### src/rtl/alu_seq_exec_if.sv
// Operand/opCode request channel and result/flags response channel of the sequential ALU.
// Both channels use valid/ready: a transfer happens on a rising edge where valid and ready are both high;
// the sender holds valid and its payload steady until that edge, and ready never depends on valid.
interface alu_seq_exec_if #(
    parameter int WIDTH = 31
);
    logic             in_valid;
    logic             in_ready;
    logic [WIDTH:0]   a;
    logic [WIDTH:0]   b;
    logic [1:0]       opCode;
    logic             ci;
    logic             out_valid;
    logic             out_ready;
    logic [WIDTH:0]   out;
    logic             co;
    logic             negativo;
    logic             cero;
    logic             acarreo;
    logic             desbordamiento;
    logic             div_zero;

    modport slave (
        input  in_valid, a, b, opCode, ci, out_ready,
        output in_ready, out_valid, out, co, negativo, cero, acarreo, desbordamiento, div_zero
    );

    modport master (
        output in_valid, a, b, opCode, ci, out_ready,
        input  in_ready, out_valid, out, co, negativo, cero, acarreo, desbordamiento, div_zero
    );
endinterface

### src/rtl/alu_seq_exec.sv
// Sequential ALU: single-cycle ADD, shift-add MUL and restoring DIV over WIDTH+1 iterations,
// with result and flags held on a valid/ready response channel until taken.
module alu_seq_exec #(
    parameter int WIDTH = 31
) (
    input  logic               clk,
    input  logic               rst,
    alu_seq_exec_if.slave      bus,
    output logic [1:0]         o_dbg_state
);
    localparam int N  = WIDTH + 1;
    localparam int CW = $clog2(N);

    localparam logic [1:0] S_IDLE = 2'd0;
    localparam logic [1:0] S_MUL  = 2'd1;
    localparam logic [1:0] S_DIV  = 2'd2;
    localparam logic [1:0] S_DONE = 2'd3;

    localparam logic [1:0] OP_ADD = 2'd0;
    localparam logic [1:0] OP_MUL = 2'd1;
    localparam logic [1:0] OP_DIV = 2'd2;

    localparam logic [CW-1:0] CNT_LAST = CW'(N - 1);

    logic [1:0]     r_state;
    logic [CW-1:0]  r_cnt;
    logic [2*N-1:0] r_acc;
    logic [N-1:0]   r_b;
    logic [N-1:0]   r_out;
    logic           r_co;
    logic           r_cero;
    logic           r_acarreo;
    logic           r_desb;
    logic           r_div_zero;

    logic           w_accept;
    logic           w_last;
    logic [N:0]     w_add;
    logic [N:0]     w_mul_sum;
    logic [2*N-1:0] w_mul_next;
    logic [N:0]     w_div_shift;
    logic [N-1:0]   w_div_rem;
    logic           w_div_ok;
    logic [2*N-1:0] w_div_next;

    logic           w_load;
    logic [N-1:0]   w_val;
    logic           w_co;
    logic           w_carry;
    logic           w_ovf;
    logic           w_dz;

    assign w_accept = bus.in_valid && (r_state == S_IDLE);
    assign w_last   = (r_cnt == CNT_LAST);
    assign w_add    = {1'b0, bus.a} + {1'b0, bus.b} + (N + 1)'(bus.ci);

    // Upper half of r_acc is the partial product, lower half the multiplier shifting out LSB first.
    assign w_mul_sum  = {1'b0, r_acc[2*N-1:N]} + (r_acc[0] ? {1'b0, r_b} : {(N + 1){1'b0}});
    assign w_mul_next = {w_mul_sum, r_acc[N-1:1]};

    // For DIV the upper half is the partial remainder, the lower half dividend bits becoming quotient bits.
    assign w_div_shift = {r_acc[2*N-1:N], r_acc[N-1]};
    assign w_div_ok    = (w_div_shift >= {1'b0, r_b});
    assign w_div_rem   = w_div_shift[N-1:0] - r_b;
    assign w_div_next  = w_div_ok ? {w_div_rem, r_acc[N-2:0], 1'b1}
                                  : {w_div_shift[N-1:0], r_acc[N-2:0], 1'b0};

    always_comb begin
        w_load  = 1'b0;
        w_val   = '0;
        w_co    = 1'b0;
        w_carry = 1'b0;
        w_ovf   = 1'b0;
        w_dz    = 1'b0;
        case (r_state)
            S_IDLE: begin
                if (w_accept) begin
                    case (bus.opCode)
                        OP_ADD: begin
                            w_load  = 1'b1;
                            w_val   = w_add[N-1:0];
                            w_co    = w_add[N];
                            w_carry = w_add[N];
                            w_ovf   = (bus.a[WIDTH] == bus.b[WIDTH]) && (w_add[WIDTH] != bus.a[WIDTH]);
                        end
                        OP_MUL: w_load = 1'b0;
                        OP_DIV: begin
                            if (bus.b == '0) begin
                                w_load = 1'b1;
                                w_val  = '1;
                                w_dz   = 1'b1;
                            end
                        end
                        default: w_load = 1'b1;
                    endcase
                end
            end
            S_MUL: begin
                if (w_last) begin
                    w_load  = 1'b1;
                    w_val   = w_mul_next[N-1:0];
                    w_carry = |w_mul_next[2*N-1:N];
                    w_ovf   = |w_mul_next[2*N-1:N];
                end
            end
            S_DIV: begin
                if (w_last) begin
                    w_load = 1'b1;
                    w_val  = w_div_next[N-1:0];
                end
            end
            default: w_load = 1'b0;
        endcase
    end

    always_ff @(posedge clk) begin
        if (rst) begin
            r_state    <= S_IDLE;
            r_cnt      <= '0;
            r_acc      <= '0;
            r_b        <= '0;
            r_out      <= '0;
            r_co       <= 1'b0;
            r_cero     <= 1'b0;
            r_acarreo  <= 1'b0;
            r_desb     <= 1'b0;
            r_div_zero <= 1'b0;
        end else begin
            case (r_state)
                S_IDLE: begin
                    if (w_accept) begin
                        r_acc <= {{N{1'b0}}, bus.a};
                        r_b   <= bus.b;
                        r_cnt <= '0;
                        if (bus.opCode == OP_MUL) begin
                            r_state <= S_MUL;
                        end else if (bus.opCode == OP_DIV && bus.b != '0) begin
                            r_state <= S_DIV;
                        end else begin
                            r_state <= S_DONE;
                        end
                    end
                end
                S_MUL: begin
                    r_acc <= w_mul_next;
                    r_cnt <= r_cnt + CW'(1);
                    if (w_last) r_state <= S_DONE;
                end
                S_DIV: begin
                    r_acc <= w_div_next;
                    r_cnt <= r_cnt + CW'(1);
                    if (w_last) r_state <= S_DONE;
                end
                default: begin
                    if (bus.out_ready) r_state <= S_IDLE;
                end
            endcase
            if (w_load) begin
                r_out      <= w_val;
                r_co       <= w_co;
                r_cero     <= (w_val == '0);
                r_acarreo  <= w_carry;
                r_desb     <= w_ovf;
                r_div_zero <= w_dz;
            end
        end
    end

    assign bus.in_ready       = (r_state == S_IDLE);
    assign bus.out_valid      = (r_state == S_DONE);
    assign bus.out            = r_out;
    assign bus.co             = r_co;
    assign bus.negativo       = r_out[WIDTH];
    assign bus.cero           = r_cero;
    assign bus.acarreo        = r_acarreo;
    assign bus.desbordamiento = r_desb;
    assign bus.div_zero       = r_div_zero;
    assign o_dbg_state        = r_state;
endmodule

### src/flat_wrapper.sv
// flat-port wrapper written by rule: the top's interface ports become plain ports
module alu_seq_exec_flat 
#(
    parameter int WIDTH = 31
)
  (clk, rst, o_dbg_state, bus_in_valid, bus_a, bus_b, bus_opCode, bus_ci, bus_out_ready, bus_in_ready, bus_out_valid, bus_out, bus_co, bus_negativo, bus_cero, bus_acarreo, bus_desbordamiento, bus_div_zero);
  alu_seq_exec_if #(.WIDTH(WIDTH)) bus_i ();
  input  logic clk;
  input  logic rst;
  output logic [1:0] o_dbg_state;
  input wire logic [$bits(bus_i.in_valid)-1:0] bus_in_valid;
  input wire logic [$bits(bus_i.a)-1:0] bus_a;
  input wire logic [$bits(bus_i.b)-1:0] bus_b;
  input wire logic [$bits(bus_i.opCode)-1:0] bus_opCode;
  input wire logic [$bits(bus_i.ci)-1:0] bus_ci;
  input wire logic [$bits(bus_i.out_ready)-1:0] bus_out_ready;
  output wire logic [$bits(bus_i.in_ready)-1:0] bus_in_ready;
  output wire logic [$bits(bus_i.out_valid)-1:0] bus_out_valid;
  output wire logic [$bits(bus_i.out)-1:0] bus_out;
  output wire logic [$bits(bus_i.co)-1:0] bus_co;
  output wire logic [$bits(bus_i.negativo)-1:0] bus_negativo;
  output wire logic [$bits(bus_i.cero)-1:0] bus_cero;
  output wire logic [$bits(bus_i.acarreo)-1:0] bus_acarreo;
  output wire logic [$bits(bus_i.desbordamiento)-1:0] bus_desbordamiento;
  output wire logic [$bits(bus_i.div_zero)-1:0] bus_div_zero;
  assign bus_i.in_valid = bus_in_valid;
  assign bus_i.a = bus_a;
  assign bus_i.b = bus_b;
  assign bus_i.opCode = bus_opCode;
  assign bus_i.ci = bus_ci;
  assign bus_i.out_ready = bus_out_ready;
  assign bus_in_ready = bus_i.in_ready;
  assign bus_out_valid = bus_i.out_valid;
  assign bus_out = bus_i.out;
  assign bus_co = bus_i.co;
  assign bus_negativo = bus_i.negativo;
  assign bus_cero = bus_i.cero;
  assign bus_acarreo = bus_i.acarreo;
  assign bus_desbordamiento = bus_i.desbordamiento;
  assign bus_div_zero = bus_i.div_zero;
  alu_seq_exec #(.WIDTH(WIDTH)) u_core (.clk(clk), .rst(rst), .bus(bus_i), .o_dbg_state(o_dbg_state));
endmodule
### config.mk
export PLATFORM = sky130hd
export DESIGN_NAME = alu_seq_exec_flat
export DESIGN_NICKNAME = d
export VERILOG_FILES = /design/src/rtl/alu_seq_exec_if.sv /design/src/rtl/alu_seq_exec.sv /design/src/flat_wrapper.sv
export SDC_FILE = /design/constraint.sdc
export NUM_CORES = 1
export LEC_CHECK = 0
export BUFFER_PORTS_ARGS = -buffer_cell sky130_fd_sc_hd__buf_2
export CORE_ASPECT_RATIO = 1.25
export CORE_MARGIN = 10
export CORE_UTILIZATION = 50
export DETAILED_ROUTE_END_ITERATION = 10
export PLACE_DENSITY = 0.79
export SKIP_LAST_GASP = 1
export SYNTH_ARGS = -nofsm -noshare
export SYNTH_HDL_FRONTEND = slang
export SYNTH_SLANG_ARGS = --single-unit
### constraint.sdc
create_clock -name clk -period 10.1 [get_ports clk]
set_clock_uncertainty 0.1 [all_clocks]
set_input_delay 2.02 -clock clk [delete_from_list [all_inputs] [get_ports clk]]
set_output_delay 2.02 -clock clk [all_outputs]
set_load 0.05 [all_outputs]
==> impl_metrics.ini, run 1 <==
[status]
outcome = complete, no violations

[route]
routed-via-count = 13200
drtIter0Drc = 1512
drt_wl_total_um = 40300
drc = 0
drt-pass1-iter-count = 8
via_per_inst = 6.33
wire_per_inst_um = 19.3
postRouteAntennaNets = 0

[synth]
syn_inst = 1691
synth_seq_cells = 140
syn-num-nets = 1868
synthTopCellsByCount = 223 x nor2_1, 207 x nand2_1, 180 x a21oi_1
ys_warn_count = 0
ys.flop_type = dfxtp_1
async_flop_share = 0
yosysMostFrequentCell = nor2_1
synth_top_cell_area_share = 0.231
netlist_area_sq_um = 12100
syn_area_per_cell_sq_um = 7.17
synth.area.top_cells = dfxtp_1 23%, ha_1 11%, a21oi_1 7.4%
synth_edf_count = 0
synth_seq_area_share = 0.231
yosys.cell_types.count = 81
yosys.area.top_type = dfxtp_1

[critical_path]
path_buf_inv = 1
reg2reg_to = u_core.bus.desbordamiento$_SDFFE_PP0P_
crit_fanout = 6
crit_family = simple AND/OR/NAND/NOR gates
reg2reg_depth = 14
critPathLaunchType = input port
cp_slowest_cell = fa_1
critPathMaxStageDelay_ps = 490
critical_path_class = input port to register
worstPathRequired_ps = 10390
crit_arrival_ps = 6070
rrSetupSlack_ps = 5170
cp-end-kind = register
r2r_start = u_core.r_acc[0]$_SDFFE_PP0P_
path_cells = buf_2 -> fa_1 -> fa_1 -> a211oi_2 -> o21ai_2 -> a221oi_2 -> mux2i_1 -> or3_1 -> nor4_1 -> nand4_1 -> nor4_1 -> nand3_1 -> nor4_2 -> a32o_1

[clocking]
cts_buffers = 17
holdBufCountCts = 0
post_cts_resized = 0
root_buffer = clkbuf_16
clock_sinks = 140
clk_latency_ps = 440
clk_pin_slew_ps = 60
clock_path_buffers = 2
post_cts_buffers = 0
cts_tree = done
htree_levels = 4

[finish]
area_delta_synth_final_pct = 11.5
nets = 1925
n_fill_cell = 2278
insertedDiodeCount = 0
drive_above_1_share = 0.112

[floorplan]
rows = 63
io_pins = 113
die_area_sq_um = 30900
start_util = 0.509
core_area_sq_um = 23800
die_h_um = 194
dieWidth_um = 159

[sta]
period_needed_ps = 5780
max_freq_mhz = 173
timing.final.crit_share = 0.573
grt_setup_unrepaired = no
setup_viol = 0
tightestPinTransition_ps = 1180
final_max_slew_viol_count = 0
finalHoldViolCount = 0
fin_tns_setup_ps = 0
worst_slack_ps = 4320
slew_headroom = 0.195

[run]
cap_violations = 0

[hold_path]
whs_endpoint = u_core.bus.div_zero$_SDFFE_PP0P_
hold_depth = 2
hold_start = u_core.bus.div_zero$_SDFFE_PP0P_
min_path_type = register to register

[power]
swShare = 0.477
irDropWorstVdd_mv = 0.149
p_sw_w = 0.00143
power.leakage_nw = 5.75
seqPwrFrac = 0.257
p_int_w = 0.00157
power_density_nw_per_um2 = 222
p_clk_frac = 0.218
p_comb_frac = 0.526

[grt]
gr-total-overflow = 0
antenna_found_initial = 0
grt_util_all_layers = 0.248
grt_pass1_vias = 12400
grt_first_pass_wirelength_um = 64700
grt_max_degree = 76

[placement]
dp_hpwl_um = 30300
pre_cts_ws_ps = 3870
io_buffer_count = 112
gp_congestion = 0.954
[state kept, by name (all words and copies together), names as in the netlist]
register                   count
u_core.o_dbg_state             2
u_core.r_acc                  64
u_core.bus.cero                1
u_core.bus.out                32
u_core.bus.desbordamiento      1
u_core.r_b                    32
u_core.bus.div_zero            1
u_core.bus.acarreo             1
u_core.bus.co                  1
u_core.r_cnt                   5
[kinds of logic (layout without fill, tap and decap cells)]
group	after synthesis	count (layout)	share of synthesized area
buf+inv	145	215	0.0456
compound gates	536	536	0.293
mux	11	11	0.00939
simple gates	680	680	0.256
xor+xnor	73	73	0.0527
fa+ha+maj	106	106	0.112
flops	140	140	0.231
[power groups by stage]
| stage | sequential (W) | combinational, W | clock [W] |
|---|---|---|---|
| global placement | 0.000771 | 0.00152 | 0 |
| detailed placement | 0.000775 | 0.00154 | 0 |
| CTS | 0.000764 | 0.00155 | 0.000652 |
| global route | 0.000781 | 0.00172 | 0.000678 |
| floorplan | 0.000841 | 0.00107 | 0 |
| finish | 0.000770 | 0.00158 | 0.000653 |
[layer usage]
metal / global-route usage / share of wire / vias to the layer above
met1: 0.297 / 0.40 / 6200
met5: 0 / 0 / -
met2: 0.425 / 0.48 / 617
met3: 0.0414 / 0.077 / 120
li1: - / - / 6260
met4: 0.112 / 0.040 / 0
[worst register-to-register path: cells and delay by family, from the launching register on]
kind	cells	cell delay, ps
AO/OA/AOI/OAI	5	1940
AND/OR/NAND/NOR	6	1450
flip-flops	1	440
adder cells (fa/ha/maj)	1	330
buffers and inverters	1	320
XOR/XNOR	1	250
[per-stage QoR]
stage / instances / cell area (sq um) / utilization / total power [W] / hold slack, ps
finish: 2086 / 13500 / 0.568 / 0.00300 / 357
global route: 2086 / 13500 / 0.568 / 0.00318 / 375
CTS: 2086 / 13500 / 0.568 / 0.00297 / 359
detailed placement: 2054 / 12900 / 0.543 / 0.00231 / 348
global placement: 2054 / 12900 / 0.543 / 0.00229 / 343
floorplan: 1691 / 12100 / - / 0.00191 / 336
[final cells by class]
cell class | instances | area [sq um] | area share
flip-flops and latches | 140 | 2800 | 0.207
clock buffers | 18 | 429 | 0.0317
repair buffers | 128 | 683 | 0.0505
inverters | 55 | 206 | 0.0153
multi-input cells | 1406 | 8820 | 0.652
clock inverters | 14 | 170 | 0.0126
well taps | 325 | 407 | 0.0301
[worst max path at each step]
stage          startpoint                           end  cells after the start
6_report           bus_ci  u_core.bus.cero$_SDFFE_PP0P_                     14
5_1_grt            bus_ci  u_core.bus.cero$_SDFFE_PP0P_                     14
4_1_cts            bus_ci  u_core.bus.cero$_SDFFE_PP0P_                     14
3_5_place_dp       bus_ci  u_core.bus.cero$_SDFFE_PP0P_                     14
3_3_place_gp       bus_ci  u_core.bus.cero$_SDFFE_PP0P_                     14
2_1_floorplan      bus_ci  u_core.bus.cero$_SDFFE_PP0P_                     13
[layout by cell type (no fill, tap or decap), types with 16 or more instances in the layout]
cell,netlist,routed
a211oi_1,29,29
a21o_1,21,21
a21oi_1,180,179
a22o_1,37,37
a22oi_1,29,29
and2_1,39,39
buf_2,4,111
buf_4,1,17
clkbuf_16,0,17
dfxtp_1,140,140
ha_1,102,100
inv_1,55,55
nand2_1,207,207
nand3_1,25,25
nand4_1,20,20
nor2_1,223,223
nor2b_1,23,23
nor3_1,71,70
nor4_1,16,16
o21ai_0,95,95
xnor2_1,37,37
xor2_1,36,36
Power figures use the tool's default switching activity.
==> run 2, diff against run 1 <==
PLACE_DENSITY = 0.82   (was 0.79)
clock period = 4.91 ns   (was 10.1 ns; I/O delays follow)
==> run 2 against run 1 <==
Effect of this change: critical path depth rose by 2; sequential share of layout area fell by 0.35 points; die area did not move; combinational power rose by 110%; clock-buffer cell count rose by 5; non-clock buffer count rose by 21; worst hold slack got worse by 3.2 ps; critical endpoint unchanged.
==> impl_metrics.ini, run 2 (synthesis results as in run 1) <==
[critical_path]
cp-end-kind = register
crit_arrival_ps = 4950
crit_fanout = 6
critPathLaunchType = input port
worstPathRequired_ps = 5200
critical_path_class = input port to register

[finish]
n_fill_cell = 2233
insertedDiodeCount = 0
final_cell_mix = 223 x nor2_1, 207 x nand2_1, 179 x a21oi_1
largest_reg_flops = 64
regMostFlops = u_core.r_acc
final_common_cell = nor2_1
design_area_sq_um = 13800
seq_area_sq_um = 2800
area_delta_synth_final_pct = 13.4
nets = 1946
multiInputGateArea_sq_um = 8840
drive_above_1_share = 0.123

[power]
p_clk_frac = 0.224
p_int_w = 0.00335
power.leakage_nw = 5.88
p_comb_frac = 0.524
p_sw_w = 0.00293
seqPwrFrac = 0.253
swShare = 0.467
power_density_nw_per_um2 = 456
total_power_w = 0.00627
irDropWorstVdd_mv = 0.325

[floorplan]
core_area_sq_um = 23800
die_area_sq_um = 30900
die_h_um = 194
rows = 63
dieWidth_um = 159
io_pins = 113
start_util = 0.509

[grt]
gr-total-overflow = 0
grt_util_all_layers = 0.250
grt_first_pass_wirelength_um = 65300
grt_pass1_vias = 12700
antenna_found_initial = 0
grt_max_degree = 126

[sta]
setup_viol = 0
fin_tns_setup_ps = 0
timing.final.crit_share = 0.950
holdWs_ps = 354
grt_setup_unrepaired = no
period_needed_ps = 4660
worst_slack_ps = 247
final_max_slew_viol_count = 0
finalHoldViolCount = 0
max_freq_mhz = 214
slew_headroom = 0.232
tightestPinTransition_ps = 1150

[clocking]
post_cts_resized = 0
htree_levels = 4
clk_latency_ps = 440
cts_tree = done
clk_pin_slew_ps = 60
post_cts_buffers = 0
clock_sinks = 140
clock_path_buffers = 2
cts_buffers = 17
holdBufCountCts = 0
root_buffer = clkbuf_16

[hold_path]
min_path_type = register to register

[placement]
dp_hpwl_um = 30400
io_buffer_count = 112
place_area_sq_um = 13100
gp_congestion = 0.953
pre_cts_ws_ps = -140

[run]
cap_violations = 0

[route]
drtIter0Drc = 1500
dr_wl_met3_um = 2910
drc = 0
wire_per_inst_um = 19.2
drt_wl_total_um = 40500
top_layer_used = met4
via_per_inst = 6.25
met1_length_um = 16300
postRouteAntennaNets = 0
routed-wl-met2_um = 19400
drt-pass1-iter-count = 7
routed-via-count = 13200

[status]
outcome = complete, no violations
## run 2: power by group through the flow
stage / Combinational [W] / Clock (W) / Sequential [W]
CTS: 0.00323 / 0.00140 / 0.00157
detailed placement: 0.00320 / 0 / 0.00159
global route: 0.00361 / 0.00144 / 0.00161
finish: 0.00329 / 0.00140 / 0.00159
floorplan: 0.00221 / 0 / 0.00173
global placement: 0.00316 / 0 / 0.00159
## run 2: area by class of cell
cell class | count | share of cell area
multi-input cells | 1406 | 0.643
flip-flops and latches | 140 | 0.204
repair buffers | 149 | 0.0630
clock buffers | 23 | 0.0362
well taps | 325 | 0.0296
inverters | 55 | 0.0150
clock inverters | 9 | 0.00965
## run 2: final timing paths
check | start | slack [ps] | cells past startpoint | endpoint
worst max-delay path | bus_ci | 250 | 16 | u_core.bus.cero$_SDFFE_PP0P_
worst min-delay path | u_core.bus.co$_SDFFE_PP0P_ | 350 | 2 | u_core.bus.co$_SDFFE_PP0P_
worst max register to register | u_core.r_acc[0]$_SDFFE_PP0P_ | 380 | 16 | u_core.bus.desbordamiento$_SDFFE_PP0P_
worst min register to register | u_core.bus.co$_SDFFE_PP0P_ | 350 | 2 | u_core.bus.co$_SDFFE_PP0P_
## run 2: worst max-delay path: stages
cell and delay, ps:
buf_2 110, fa_1 460, fa_1 420, a211oi_2 300, o21ai_2 170, a221o_1 420
buf_4 170, xnor2_1 180, o211ai_1 130, nor4_2 320, nand4_1 230, nor4_1 330
buf_4 170, nand3_1 90, nor4_2 270, a32o_1 200
## run 2: routing by layer
metal  GRT usage  up-vias
li1            -     6294
met1       0.294     6163
met2       0.421      605
met3      0.0533      117
met4       0.125        0
met5           0        -
## run 2: metrics by stage
stage	utilization	cells
floorplan	-	1691
global placement	0.550	2075
detailed placement	0.550	2075
CTS	0.577	2107
global route	0.578	2107
finish	0.578	2107
